<file path="src/rtl/i3c_sdr_tx_framer_if.sv">
// Byte handshake, SCL tick/abort control and serializer strobe bundle for the I3C SDR TX framer.
// The framer uses the slave modport; the byte source and tick generator use the master modport.
interface i3c_sdr_tx_framer_if #(
  parameter int DATA_W = 8
);
  localparam int FRAME_W = DATA_W + 1;

  // Handshake: a byte (byte_i, last_i) transfers on the cycle where byte_valid_i && byte_ready_o;
  // while valid is high without ready, byte_i/last_i must stay stable and valid must not drop.
  logic [DATA_W-1:0]  byte_i;
  logic               last_i;
  logic               byte_valid_i;
  logic               byte_ready_o;
  logic               bit_tick_i;
  logic               abort_i;
  logic               ser_load_o;
  logic               ser_enable_o;
  logic [FRAME_W-1:0] ser_data_o;
  logic               busy_o;
  logic               done_o;
  logic [1:0]         state_dbg_o;

  modport master (
    output byte_i,
    output last_i,
    output byte_valid_i,
    output bit_tick_i,
    output abort_i,
    input  byte_ready_o,
    input  ser_load_o,
    input  ser_enable_o,
    input  ser_data_o,
    input  busy_o,
    input  done_o,
    input  state_dbg_o
  );

  modport slave (
    input  byte_i,
    input  last_i,
    input  byte_valid_i,
    input  bit_tick_i,
    input  abort_i,
    output byte_ready_o,
    output ser_load_o,
    output ser_enable_o,
    output ser_data_o,
    output busy_o,
    output done_o,
    output state_dbg_o
  );
endinterface

</file>
<file path="src/rtl/i3c_sdr_tx_framer.sv">
// I3C SDR transmit framer: bit-reversed byte plus T-bit, load/shift strobes paced by bit_tick_i.
// Define I3C_TX_TBIT_PARITY_EN for odd-parity T-bit (controller write); default T-bit = ~last_i.
module i3c_sdr_tx_framer #(
  parameter int DATA_W = 8
) (
  input  logic                  clk,
  input  logic                  rst_n,
  i3c_sdr_tx_framer_if.slave    bus
);
  localparam int FRAME_W = DATA_W + 1;
  localparam int CNT_W   = $clog2(FRAME_W);
  localparam logic [CNT_W-1:0] CNT_MAX = CNT_W'(FRAME_W - 1);

  typedef enum logic [1:0] {
    S_IDLE  = 2'd0,
    S_LOAD  = 2'd1,
    S_SHIFT = 2'd2
  } state_e;

  state_e             state_q, state_d;
  logic [CNT_W-1:0]   cnt_q, cnt_d;
  logic [FRAME_W-1:0] frame_q, frame_d;
  logic               last_q, last_d;
  logic               pend_q, pend_d;
  logic               done_q, done_d;

  logic [FRAME_W-1:0] frame_new;
  logic               final_bit;
  logic               ready;
  logic               accept;
  logic               load;
  logic               enable;

  // Serializer shifts LSB first, so the payload is reversed to put the byte MSB on the wire first.
  always_comb begin
    frame_new = '0;
    for (int i = 0; i < DATA_W; i++) begin
      frame_new[i] = bus.byte_i[DATA_W-1-i];
    end
`ifdef I3C_TX_TBIT_PARITY_EN
    frame_new[DATA_W] = ~^bus.byte_i;
`else
    frame_new[DATA_W] = ~bus.last_i;
`endif
  end

  assign final_bit = (state_q == S_SHIFT) && (cnt_q == CNT_MAX);
  // A byte taken during the T-bit without a tick is parked in pend_q until that tick arrives.
  assign ready     = !bus.abort_i && ((state_q == S_IDLE) || (final_bit && !pend_q));
  assign accept    = bus.byte_valid_i && ready;

  always_comb begin
    state_d = state_q;
    cnt_d   = cnt_q;
    frame_d = frame_q;
    last_d  = last_q;
    pend_d  = pend_q;
    done_d  = 1'b0;
    load    = 1'b0;
    enable  = 1'b0;

    if (bus.abort_i) begin
      state_d = S_IDLE;
      cnt_d   = '0;
      pend_d  = 1'b0;
    end else begin
      case (state_q)
        S_IDLE: begin
          if (accept) begin
            frame_d = frame_new;
            last_d  = bus.last_i;
            state_d = S_LOAD;
          end
        end

        S_LOAD: begin
          load    = 1'b1;
          cnt_d   = '0;
          state_d = S_SHIFT;
        end

        S_SHIFT: begin
          if (cnt_q != CNT_MAX) begin
            if (bus.bit_tick_i) begin
              enable = 1'b1;
              cnt_d  = cnt_q + CNT_W'(1);
            end
          end else begin
            if (accept) begin
              frame_d = frame_new;
              last_d  = bus.last_i;
            end
            if (bus.bit_tick_i) begin
              cnt_d = '0;
              if (accept || pend_q) begin
                // Next frame loads straight after the T-bit: no enable, no idle bit.
                pend_d  = 1'b0;
                state_d = S_LOAD;
              end else begin
                enable  = 1'b1;
                done_d  = last_q;
                state_d = S_IDLE;
              end
            end else if (accept) begin
              pend_d = 1'b1;
            end
          end
        end

        default: begin
          state_d = S_IDLE;
          cnt_d   = '0;
          pend_d  = 1'b0;
        end
      endcase
    end
  end

  always_ff @(posedge clk or negedge rst_n) begin
    if (!rst_n) begin
      state_q <= S_IDLE;
      cnt_q   <= '0;
      frame_q <= '0;
      last_q  <= 1'b0;
      pend_q  <= 1'b0;
      done_q  <= 1'b0;
    end else begin
      state_q <= state_d;
      cnt_q   <= cnt_d;
      frame_q <= frame_d;
      last_q  <= last_d;
      pend_q  <= pend_d;
      done_q  <= done_d;
    end
  end

  assign bus.byte_ready_o = ready;
  assign bus.ser_load_o   = load;
  assign bus.ser_enable_o = enable;
  assign bus.ser_data_o   = frame_q;
  assign bus.busy_o       = (state_q != S_IDLE);
  assign bus.done_o       = done_q;
  assign bus.state_dbg_o  = state_q;

endmodule

</file>
<file path="src/flat_wrapper.sv">
// flat-port wrapper written by rule: the top's interface ports become plain ports
module i3c_sdr_tx_framer_flat 
#(
  parameter int DATA_W = 8
)
  (clk, rst_n, bus_byte_i, bus_last_i, bus_byte_valid_i, bus_bit_tick_i, bus_abort_i, bus_byte_ready_o, bus_ser_load_o, bus_ser_enable_o, bus_ser_data_o, bus_busy_o, bus_done_o, bus_state_dbg_o);
  i3c_sdr_tx_framer_if #(.DATA_W(DATA_W)) bus_i ();
  input  logic clk;
  input  logic rst_n;
  input wire logic [$bits(bus_i.byte_i)-1:0] bus_byte_i;
  input wire logic [$bits(bus_i.last_i)-1:0] bus_last_i;
  input wire logic [$bits(bus_i.byte_valid_i)-1:0] bus_byte_valid_i;
  input wire logic [$bits(bus_i.bit_tick_i)-1:0] bus_bit_tick_i;
  input wire logic [$bits(bus_i.abort_i)-1:0] bus_abort_i;
  output wire logic [$bits(bus_i.byte_ready_o)-1:0] bus_byte_ready_o;
  output wire logic [$bits(bus_i.ser_load_o)-1:0] bus_ser_load_o;
  output wire logic [$bits(bus_i.ser_enable_o)-1:0] bus_ser_enable_o;
  output wire logic [$bits(bus_i.ser_data_o)-1:0] bus_ser_data_o;
  output wire logic [$bits(bus_i.busy_o)-1:0] bus_busy_o;
  output wire logic [$bits(bus_i.done_o)-1:0] bus_done_o;
  output wire logic [$bits(bus_i.state_dbg_o)-1:0] bus_state_dbg_o;
  assign bus_i.byte_i = bus_byte_i;
  assign bus_i.last_i = bus_last_i;
  assign bus_i.byte_valid_i = bus_byte_valid_i;
  assign bus_i.bit_tick_i = bus_bit_tick_i;
  assign bus_i.abort_i = bus_abort_i;
  assign bus_byte_ready_o = bus_i.byte_ready_o;
  assign bus_ser_load_o = bus_i.ser_load_o;
  assign bus_ser_enable_o = bus_i.ser_enable_o;
  assign bus_ser_data_o = bus_i.ser_data_o;
  assign bus_busy_o = bus_i.busy_o;
  assign bus_done_o = bus_i.done_o;
  assign bus_state_dbg_o = bus_i.state_dbg_o;
  i3c_sdr_tx_framer #(.DATA_W(DATA_W)) u_core (.clk(clk), .rst_n(rst_n), .bus(bus_i));
endmodule
</file>
<file path="config.mk">
export PLATFORM = sky130hd
export DESIGN_NAME = i3c_sdr_tx_framer_flat
export DESIGN_NICKNAME = d
export VERILOG_FILES = /design/src/rtl/i3c_sdr_tx_framer_if.sv /design/src/rtl/i3c_sdr_tx_framer.sv /design/src/flat_wrapper.sv
export SDC_FILE = /design/constraint.sdc
export NUM_CORES = 1
export LEC_CHECK = 0
export ABC_AREA = 1
export CORE_MARGIN = 4
export CORE_UTILIZATION = 47
export DETAILED_ROUTE_END_ITERATION = 12
export PLACE_DENSITY = 0.82
export SYNTH_ARGS = -nofsm -noshare
export SYNTH_HDL_FRONTEND = slang
export SYNTH_SLANG_ARGS = --single-unit
</file>
<file path="constraint.sdc">
create_clock -name clk -period 2.3 [get_ports clk]
set_clock_uncertainty 0.15 [all_clocks]
set_input_delay 0.46 -clock clk [delete_from_list [all_inputs] [get_ports clk]]
set_output_delay 0.46 -clock clk [all_outputs]
set_load 0.03 [all_outputs]
</file>
## Word level (Yosys, flattened, before mapping)

Index checks and enable logic that the tools add are counted.

- Mux-type cells: 36
- Order comparisons: 0
- Reductions and logical operators: 16
- Equality and inequality tests: 12
- Shift-type cells: 0
- Divide/modulo/power cells: 0
- Bitwise gates (word level): 2
- $mul: 0
- Add/subtract/negate cells: 1

Operator list:

| cell | number |
|---|---|
| 1-bit 2-to-1 mux | 21 |
| 9-bit 2-to-1 mux | 2 |
| 9-bit one-hot mux with 2 select lines | 1 |
| 4-bit 2-to-1 mux | 4 |
| 2-bit 2-to-1 mux | 4 |
| 4-bit != test, second input constant | 2 |
| 4-bit one-hot mux with 2 select lines | 1 |
| 3-bit != test, second input constant | 2 |
| 2-bit one-hot mux with 3 select lines | 1 |
| 3-bit AND reduction | 2 |
| 4-bit by 1-bit adder with 4-bit output, second input constant | 1 |
| 4-bit equality test, second input constant | 1 |
| 1-bit logical AND | 4 |
| 2-bit != test, second input constant | 2 |
| 4-bit by 3-bit != test with 1-bit output, second input constant | 1 |
| 1-bit one-hot mux with 2 select lines | 2 |
| 4-bit AND reduction | 1 |
| 2-bit nonzero test | 2 |
| 3-bit by 2-bit != test with 1-bit output, second input constant | 1 |
| 2-bit by 1-bit equality test with 1-bit output, second input constant | 1 |
| 2-bit equality test, second input constant | 1 |
| 1-bit zero test | 2 |
| 2-bit zero test | 1 |
| 1-bit logical OR | 2 |
| other kinds (4) | 5 |

- Register bits: 18
- Memories kept: 0
- Memory bits (writable): 0
- Bits in latches: 0
- Bits of input ports: 14
- ROM bits: 0

## Logic depth before layout (Yosys ltp)

Gate-level depths: netlist of run 1.

- Word-level depth: 12
- Mapped depth: 11
- Mapped depth without buffers: 11

## Worst setup path before layout of run 1

No wires, ideal clock.

- Path kind: reg-to-output
- From: register u_core.state_q[0] (netlist: u_core.bus.state_dbg_o[0])
- To: output bus_ser_enable_o
- Stages on the path, launching flop included: 4
- Arrival: 1.602 ns
- Path slack: 0.088 ns
- Path buffers: 0
- Cell sequence: dfrtp_1 -> nor2_4 -> nand3_1 -> o21ai_0

- Cells in the longest elaborated chain, start to end: 12
- Elaborated cells between the ends (all ways): 13

RTL lines:

| item | line | source |
|---|---|---|
| start, declared | i3c_sdr_tx_framer.sv:20 | `state_e state_q, state_d;` |
| start signal, assigned | i3c_sdr_tx_framer.sv:128 | `state_q <= state_d;` |
| 2-bit equality test | i3c_sdr_tx_framer.sv:47, i3c_sdr_tx_framer.sv:67 |  |
| 1-bit logical AND | i3c_sdr_tx_framer.sv:47 | `assign final_bit = (state_q == S_SHIFT) && (cnt_q == CNT_MAX);` |
| 1-bit logical AND | i3c_sdr_tx_framer.sv:49 | `assign ready = !bus.abort_i && ((state_q == S_IDLE) \|\| (final_bit && !pend_q));` |
| 1-bit logical OR | i3c_sdr_tx_framer.sv:49 |  |
| 1-bit logical AND | i3c_sdr_tx_framer.sv:49 |  |
| 1-bit logical AND | i3c_sdr_tx_framer.sv:50 | `assign accept = bus.byte_valid_i && ready;` |
| 1-bit logical OR | i3c_sdr_tx_framer.sv:95 | `if (accept \|\| pend_q) begin` |
| 1-bit 2-to-1 mux | i3c_sdr_tx_framer.sv:95 |  |
| 1-bit 2-to-1 mux | i3c_sdr_tx_framer.sv:93 | `if (bus.bit_tick_i) begin` |
| 1-bit 2-to-1 mux | i3c_sdr_tx_framer.sv:83 | `if (cnt_q != CNT_MAX) begin` |
| 1-bit 2-to-1 mux * | i3c_sdr_tx_framer.sv:67 | `case (state_q)` |
| 1-bit 2-to-1 mux * | i3c_sdr_tx_framer.sv:62 | `if (bus.abort_i) begin` |
| end, declared | flat_wrapper.sv:17 | `output wire logic [$bits(bus_i.ser_enable_o)-1:0] bus_ser_enable_o;` |

Mark *: on every way between the ends. The rest lies on a longest branch, timed or not.

## Worst setup path in the final report of run 1

- From: register u_core.cnt_q[1]
- To: output bus_ser_enable_o

- Cells in the longest elaborated chain, start to end: 12
- Elaborated cells between the ends (all ways): 13

RTL lines:

| item | line | source |
|---|---|---|
| start, declared | i3c_sdr_tx_framer.sv:21 | `logic [CNT_W-1:0] cnt_q, cnt_d;` |
| start signal, assigned | i3c_sdr_tx_framer.sv:129 | `cnt_q <= cnt_d;` |
| 4-bit equality test | i3c_sdr_tx_framer.sv:47 |  |
| 1-bit logical AND | i3c_sdr_tx_framer.sv:47 |  |
| 1-bit logical AND | i3c_sdr_tx_framer.sv:49 |  |
| 1-bit logical OR | i3c_sdr_tx_framer.sv:49 |  |
| 1-bit logical AND | i3c_sdr_tx_framer.sv:49 |  |
| 1-bit logical AND | i3c_sdr_tx_framer.sv:50 |  |
| 1-bit logical OR | i3c_sdr_tx_framer.sv:95 |  |
| 1-bit 2-to-1 mux | i3c_sdr_tx_framer.sv:95 |  |
| 1-bit 2-to-1 mux | i3c_sdr_tx_framer.sv:93 |  |
| 1-bit 2-to-1 mux * | i3c_sdr_tx_framer.sv:83 |  |
| 1-bit 2-to-1 mux * | i3c_sdr_tx_framer.sv:67 |  |
| 1-bit 2-to-1 mux * | i3c_sdr_tx_framer.sv:62 |  |

Marks and branches as above.

==> parameters.txt, run 1 <==
Parameter                              Value

Run status
  Run status    completed

Pwr
  Switching component of the power    709.9 µW
  Clock network fraction of total power    between 10% and 20%
  Leak pwr    0.0006889 µW
  Relative contribution of sequential cells to total power    between 30% and 40%
  Cell Pwr Density    around 1200 nW/µm²
  Sw Ratio    between 40% and 50%
  P_int    899.6 µW
  PnR Total Power    about 1600 µW
  Fraction of power consumed by combinational cells    55.8%
  Maximum vdd ir drop    799.4 µV

Layout
  Post-route non-filler standard cell count    179
  Ant. Diodes    0
  Number of nets at the end of the flow    171
  Fraction of layout cells with a size suffix above 1    23.38%
  Area growth from synthesis to final layout    48.06%

Die
  Core Region    1783 µm²
  Number of top-level design ports    30
  Width of the die    51.84 µm
  Full die area    2687 µm²
  Number of standard-cell rows in the floorplan    15
  Effective utilization at floorplan    roughly half
  Die height    approximately 52 µm

Place
  DP Wirelength    between 1500 and 2000 µm
  Placed Instances    168
  Final weighted congestion of routability-driven global placement    0.8705
  Number of input and output port buffers inserted    29

Setup path
  Crit start category    flip-flop
  Register-to-Register Path Depth    11
  Arrival time reported for the critical path endpoint    1.62 ns
  Reg-to-reg startpoint    u_core.cnt_q[1]
  Setup Crit Path Kind    flip-flop to output port
  Endpoint type of the worst setup path    output port
  CP Max Fanout    3
  Critical path data required time    1.69 ns
  Worst r2r dst    u_core.last_q
  Minimum setup slack among reg-to-reg paths    0.58 ns

Logic synthesis
  Distinct cell type count of the synthesized netlist    22
  Dominant cell type by area after synthesis    dfrtp_1
  Synthesis Warnings    0
  Flip-flop and latch count after synthesis    18
  Register area share after synthesis    49.86%
  Nets in the synthesized netlist    roughly 130
  Syn_area_per_cell    slightly above 8 µm²
  Synthesized netlist cell count    110
  Cell area after synthesis    903.4 µm²
  Synth top area share    49.86%
  Ranking of synthesized cells by area    dfrtp_1, nand2_1, inv_1

Timing
  Final count of pins violating max slew    0
  Highest Clock Rate    0.4478 GHz
  Worst-Margin Slew    0.3283 ns
  Relative slew slack    78.05%
  Final Hold Vio Count    0
  Minimum clock period    2.233 ns
  Endpoints failing setup    0
  Crit share post-route    97.10%
  Worst hold margin    0.3403 ns

Flow run
  Max capacitance violation total    0

Global routing
  Initial antenna violation count    0
  Total Routing Usage GR    about 17%
  Pin count of the biggest net entering global routing    19
  Via count of the first global-routing pass    850
  Global-route wire length before repair    3339 µm
  Sum of overflow across all layers after global routing    0

CTS
  Clock tree from TritonCTS    built
  Clk Tree Root Cell    clkbuf_4
  H-tree depth    1
  Clock sink total    18
  Number of buffers added by the clock tree synthesis step    3
  Bufs on Longest Clock Path    2
  Hold-fix buffer count after cts    0
  Clock latency on the worst-skew pair    0.29 ns
  Clock slew at reported path FFs    approximately 0.1 ns

Drt
  Initial detailed-routing violation count    12
  Post-route antenna net violation count    0
  Number of iterations in the first detailed-routing pass    4
  Number of vias after detailed routing    around 870
  DR DRC count    0
  Routed length on met1    926 µm
  Met2 wirelength from detailed routing    1000 µm
  Met3 wire length    between 150 and 200 µm
  Via density    4.866
  Detail-routed net length per standard cell    11.85 µm
  WL final    2121 µm
  Highest Signal Layer    met4

Min path
  Type of the most critical hold path    input pin to async pin
critical path, cell delays in order (launching register included):
cell	delay (ns)
dfrtp_1	0.40
inv_2	0.07
ha_2	0.17
nand2_1	0.06
nor2_2	0.09
nand2_1	0.09
nand2_2	0.10
nand2_4	0.05
nand2_2	0.07
o21ai_1	0.07
buf_4	0.17
layer usage:
layer | GRT usage (%) | up-vias
met2 | 28.45 | 41
li1 | - | 433
met1 | 19.74 | 395
met3 | 4.871 | 2
met4 | 5.677 | 0
met5 | 0 | -
sequential cells by signal, summed over array words and instances, names as in the netlist:
name	flops
u_core.bus.done_o	1
u_core.bus.ser_data_o	9
u_core.last_q	1
u_core.pend_q	1
u_core.cnt_q	4
u_core.bus.state_dbg_o	2
final cells by class:
type | count | area, µm²
multi-input combinational | 76 | 390.4
inverter | 15 | 56.30
tap | 25 | 31.28
sequential | 18 | 451.7
fill | 127 | 445.4
timing repair buffer | 41 | 371.6
clock buffer | 4 | 36.28
cell families after synthesis:
group | Yosys count | share of synthesized area, %
AOI/OAI and AO/OA | 11 | 8.726
adders and majority gates | 2 | 2.770
DFF | 18 | 49.86
buffers and inverters | 16 | 7.479
and+or+nand+nor | 63 | 31.16
placed cells by master, fill, tap and decap left out:
| master | Yosys | layout |
|---|---|---|
| dlygate4sd2_1 | 0 | 1 |
| o21ai_0 | 3 | 2 |
| clkbuf_8 | 0 | 1 |
| nor3_1 | 1 | 1 |
| o2111ai_1 | 1 | 1 |
| nand2_2 | 1 | 2 |
| o21ai_1 | 1 | 2 |
| nand2_4 | 1 | 1 |
| o22ai_1 | 1 | 1 |
| ha_1 | 2 | 1 |
| buf_4 | 0 | 15 |
| inv_1 | 12 | 10 |
| nor2_1 | 8 | 8 |
| a21oi_1 | 2 | 2 |
| clkbuf_4 | 0 | 3 |
| and3_1 | 1 | 1 |
| clkdlybuf4s50_1 | 0 | 25 |
| ha_2 | 0 | 1 |
| nand2_1 | 40 | 39 |
| nor3_2 | 2 | 2 |
| a21oi_4 | 1 | 1 |
| o21ai_2 | 2 | 2 |
| nor2_2 | 1 | 1 |
| nand3_1 | 7 | 7 |
| dfrtp_1 | 18 | 17 |
| nor2_4 | 1 | 1 |
| dfrtp_2 | 0 | 1 |
| inv_2 | 3 | 5 |
power groups by stage:
stage / clock network [µW] / logic [µW] / registers [µW]
finish: 189 / 898 / 523
detailed placement: 0 / 859 / 522
floorplan: 0 / 331 / 704
global route: 210 / 972 / 542
CTS: 201 / 885 / 520
global placement: 0 / 845 / 519
stage by stage:
stage                     instance area [µm²]  worst slack (ns)  TNS [ns]  utilization (%)
after floorplan                         903.4           0.08750         0                -
after global placement                   1244           0.04410         0            69.75
after detailed placement                 1244          -0.07555  -0.07555            69.75
after CTS                                1311           0.01100         0            73.54
after global routing                     1338          -0.07982   -0.1514            75.02
final                                    1338           0.06669         0            75.02
how the worst max path moves through the flow:
stage | cells past startpoint | from | endpoint
floorplan | 3 | u_core.bus.state_dbg_o[0] | bus_ser_enable_o
global placement | 8 | bus_abort_i | bus_ser_enable_o
detailed placement | 10 | bus_abort_i | bus_ser_enable_o
CTS | 10 | u_core.cnt_q[0] | bus_ser_enable_o
global route | 10 | u_core.cnt_q[1] | bus_ser_enable_o
finish | 10 | u_core.cnt_q[1] | bus_ser_enable_o
cells in the mapped netlist:
cell       instances
o2111ai_1          1
o21ai_1            1
nor2_2             1
nor2_1             8
nand2_2            1
nor3_2             2
inv_1             12
and3_1             1
nor3_1             1
nor2_4             1
nand2_1           40
ha_1               2
nand2_4            1
inv_2              3
o22ai_1            1
a21oi_4            1
a21oi_1            2
o21ai_2            2
buf_6              1
o21ai_0            3
dfrtp_1           18
nand3_1            7
what timing repair did:
item	in CTS	in global routing
pin swaps	2	2
gates resized for setup	4	3
setup endpoints to repair	1	2
buffers inserted	4	3
Note: power is estimated with default switching activity, not from simulation.
==> inputs of run 2 (changes only) <==
--- a/config.mk
+++ b/config.mk
@@ -7,9 +7,9 @@
 export LEC_CHECK = 0
 export ABC_AREA = 1
 export CORE_MARGIN = 4
-export CORE_UTILIZATION = 47
+export CORE_UTILIZATION = 44
 export DETAILED_ROUTE_END_ITERATION = 12
-export PLACE_DENSITY = 0.82
+export PLACE_DENSITY = 0.77
 export SYNTH_ARGS = -nofsm -noshare
 export SYNTH_HDL_FRONTEND = slang
 export SYNTH_SLANG_ARGS = --single-unit
==> constraint.sdc (replaced) <==
create_clock -name clk -period 2.2 [get_ports clk]
set_clock_uncertainty 0.15 [all_clocks]
set_input_delay 0.44 -clock clk [delete_from_list [all_inputs] [get_ports clk]]
set_output_delay 0.44 -clock clk [all_outputs]
set_load 0.03 [all_outputs]
==> run 2 against run 1 <==
Wire length up 5.8%. Setup slack got worse by 0.0066 ns. Sequential share of layout area shrank 1.1 points. Cell count is 1.7% higher. Register-to-register slack lost 0.21 ns. Die area increased by 5.8%. Sequential power increased by 5.4%. Critical path type unchanged. Highest routed layer unchanged. Hold slack got worse by 0.018 ns. Global-route usage grew 1.3 points. Combinational power rose by 7.0%.
==> parameters.txt, run 2 (same netlist as run 1, synthesis figures left out) <==
Parameter                              Value

Setup path
  Endpoint type of the worst setup path    output port
  CP Max Fanout    2 (-1)
  Crit start category    flip-flop
  Critical path data required time    1.61 ns (-0.08 ns)
  Register-to-Register Path Depth    12 (+1)
  Setup Crit Path Kind    flip-flop to output port
  Arrival time reported for the critical path endpoint    1.55 ns (-0.07 ns)

Drt
  Via density    4.940 (+1.5%)
  Number of iterations in the first detailed-routing pass    6 (+2)
  Number of vias after detailed routing    899 (+3.2%)
  Initial detailed-routing violation count    15 (+3)
  WL final    2243 µm (+5.8%)
  Detail-routed net length per standard cell    12.32 µm (+4.0%)
  DR DRC count    0 (unchanged)
  Post-route antenna net violation count    0 (unchanged)

Timing
  RSZ-0062 raised after global routing    yes
  Highest Clock Rate    approximately 0.47 GHz
  Relative slew slack    78.49% (+0.44 points)
  Endpoints failing setup    0 (unchanged)
  Final total negative setup slack    0 ns (unchanged)
  Crit share post-route    between 90 and 100%
  Final count of pins violating max slew    0 (unchanged)
  Worst hold margin    0.3220 ns (-0.01834 ns)
  Minimum clock period    2.140 ns
  Final Hold Vio Count    0 (unchanged)
  Worst-Margin Slew    0.3217 ns (-0.006627 ns)

CTS
  Clock latency on the worst-skew pair    0.29 ns (about the same)
  Clock tree from TritonCTS    built
  Clock sink total    18 (unchanged)
  H-tree depth    1 (unchanged)
  Clock slew at reported path FFs    0.10 ns (about the same)
  Hold-fix buffer count after cts    0 (unchanged)
  Clk Tree Root Cell    clkbuf_4
  Number of buffers added by the clock tree synthesis step    3 (unchanged)
  Bufs on Longest Clock Path    2 (unchanged)

Pwr
  Leak pwr    0.0007052 µW (+2.4%)
  Maximum vdd ir drop    768.9 µV (-3.8%)
  Cell Pwr Density    1240 nW/µm² (+3.1%)

Place
  Placed Instances    172 (+2.4%)
  Total cell area at the placement stage    1261 µm² (+1.4%)
  DP Wirelength    1608 µm (+5.4%)
  Final weighted congestion of routability-driven global placement    0.8325 (-4.4%)
  Number of input and output port buffers inserted    29 (unchanged)

Flow run
  Max capacitance violation total    0 (unchanged)

Die
  Effective utilization at floorplan    46.05% (-4.6 points)
  Number of standard-cell rows in the floorplan    16 (+1)
  Core Region    1962 µm² (+10%)
  Number of top-level design ports    30 (unchanged)
  Die height    53.31 µm (+2.8%)
  Full die area    2842 µm² (+5.8%)
  Width of the die    53.31 µm (+2.8%)

Layout
  Fraction of layout cells with a size suffix above 1    25.16% (+1.8 points)
  Final standard cell area without fillers    1378 µm² (+3.0%)
  Share of the core filled with cells in the final layout    70.22% (-4.8 points)
  Ant. Diodes    0 (unchanged)
  Post-route non-filler standard cell count    182 (+1.7%)
  Most frequent cells in the layout    nand2_1, clkdlybuf4s50_1, dfrtp_1
  Area growth from synthesis to final layout    52.49%
  Most common cell after layout, fill and taps aside    nand2_1
  Largest register FFs    9 (unchanged)
  Number of nets at the end of the flow    172 (+0.58%)
  Filler instances    175 (+38%)

Global routing
  Initial antenna violation count    0 (unchanged)
  Sum of overflow across all layers after global routing    0 (unchanged)
  Via count of the first global-routing pass    916 (+7.8%)
  Total Routing Usage GR    17.98% (+1.3 points)
  Global-route wire length before repair    3760 µm (+13%)
  Pin count of the biggest net entering global routing    19 (unchanged)

Run status
  Run status    completed

Min path
  Type of the most critical hold path    input pin to async pin
run 2: path summary, 6_finish.rpt:
kind / end / startpoint / slack (ns)
max in group asynchronous: u_core.bus.state_dbg_o[1] / rst_n / 1.38
min in group clk: u_core.bus.ser_data_o[4] / u_core.bus.ser_data_o[4] / 0.34
min reg2reg: u_core.bus.ser_data_o[4] / u_core.bus.ser_data_o[4] / 0.34
max: bus_ser_enable_o / u_core.cnt_q[0] / 0.06
min: u_core.bus.done_o / rst_n / 0.32
max reg2reg: u_core.last_q / u_core.cnt_q[0] / 0.37
run 2: repair_timing:
item,CTS,global route
setup endpoints to repair,3,2
pin swaps,4,3
buffers inserted,4,2
resized for setup,10,4
run 2: critical path: stages, from the launching register on:
cell	delay [ns]
dfrtp_1	0.41
inv_2	0.09
ha_4	0.15
nand2_4	0.05
nor2_4	0.10
nand2_2	0.06
nand2_2	0.08
nand2_4	0.05
nand2_2	0.08
o21ai_2	0.06
buf_6	0.13
run 2: power by group:
part	total (µW)	switching [µW]	leakage [µW]	internal [µW]
clock	197	96.4	0.0000210	101
sequential	551	99.0	0.000233	452
combinational	961	565	0.000451	395
run 2: cell type report:
| type | instances | area [µm²] | area share [%] |
|---|---|---|---|
| multi-input cells | 76 | 419.2 | 30.43 |
| repair buffers | 42 | 381.6 | 27.70 |
| clock buffers | 4 | 36.28 | 2.634 |
| inverters | 15 | 56.30 | 4.087 |
| well taps | 27 | 33.78 | 2.452 |
| flip-flops and latches | 18 | 450.4 | 32.70 |
run 2: metrics by stage:
| stage | worst slack (ns) | total power (µW) |
|---|---|---|
| 3_3_place_gp | -0.003524 | 1445 |
| 3_5_place_dp | -0.07299 | 1468 |
| 2_1_floorplan | 0.007504 | 1082 |
| 4_1_cts | 0.01540 | 1697 |
| 6_report | 0.06004 | 1709 |
| 5_1_grt | -0.01903 | 1833 |
run 2: per-layer routing:
layer  global-route usage (%)  vias to the layer above  share of wire [%]  wire length [µm]
met5                        0                        -                  0                 0
met4                    5.957                        0                1.1                25
met3                    3.662                        4                6.9               155
met2                    31.22                       36                 51              1134
met1                    21.79                      421                 41               927
li1                         -                      438                  -                 -
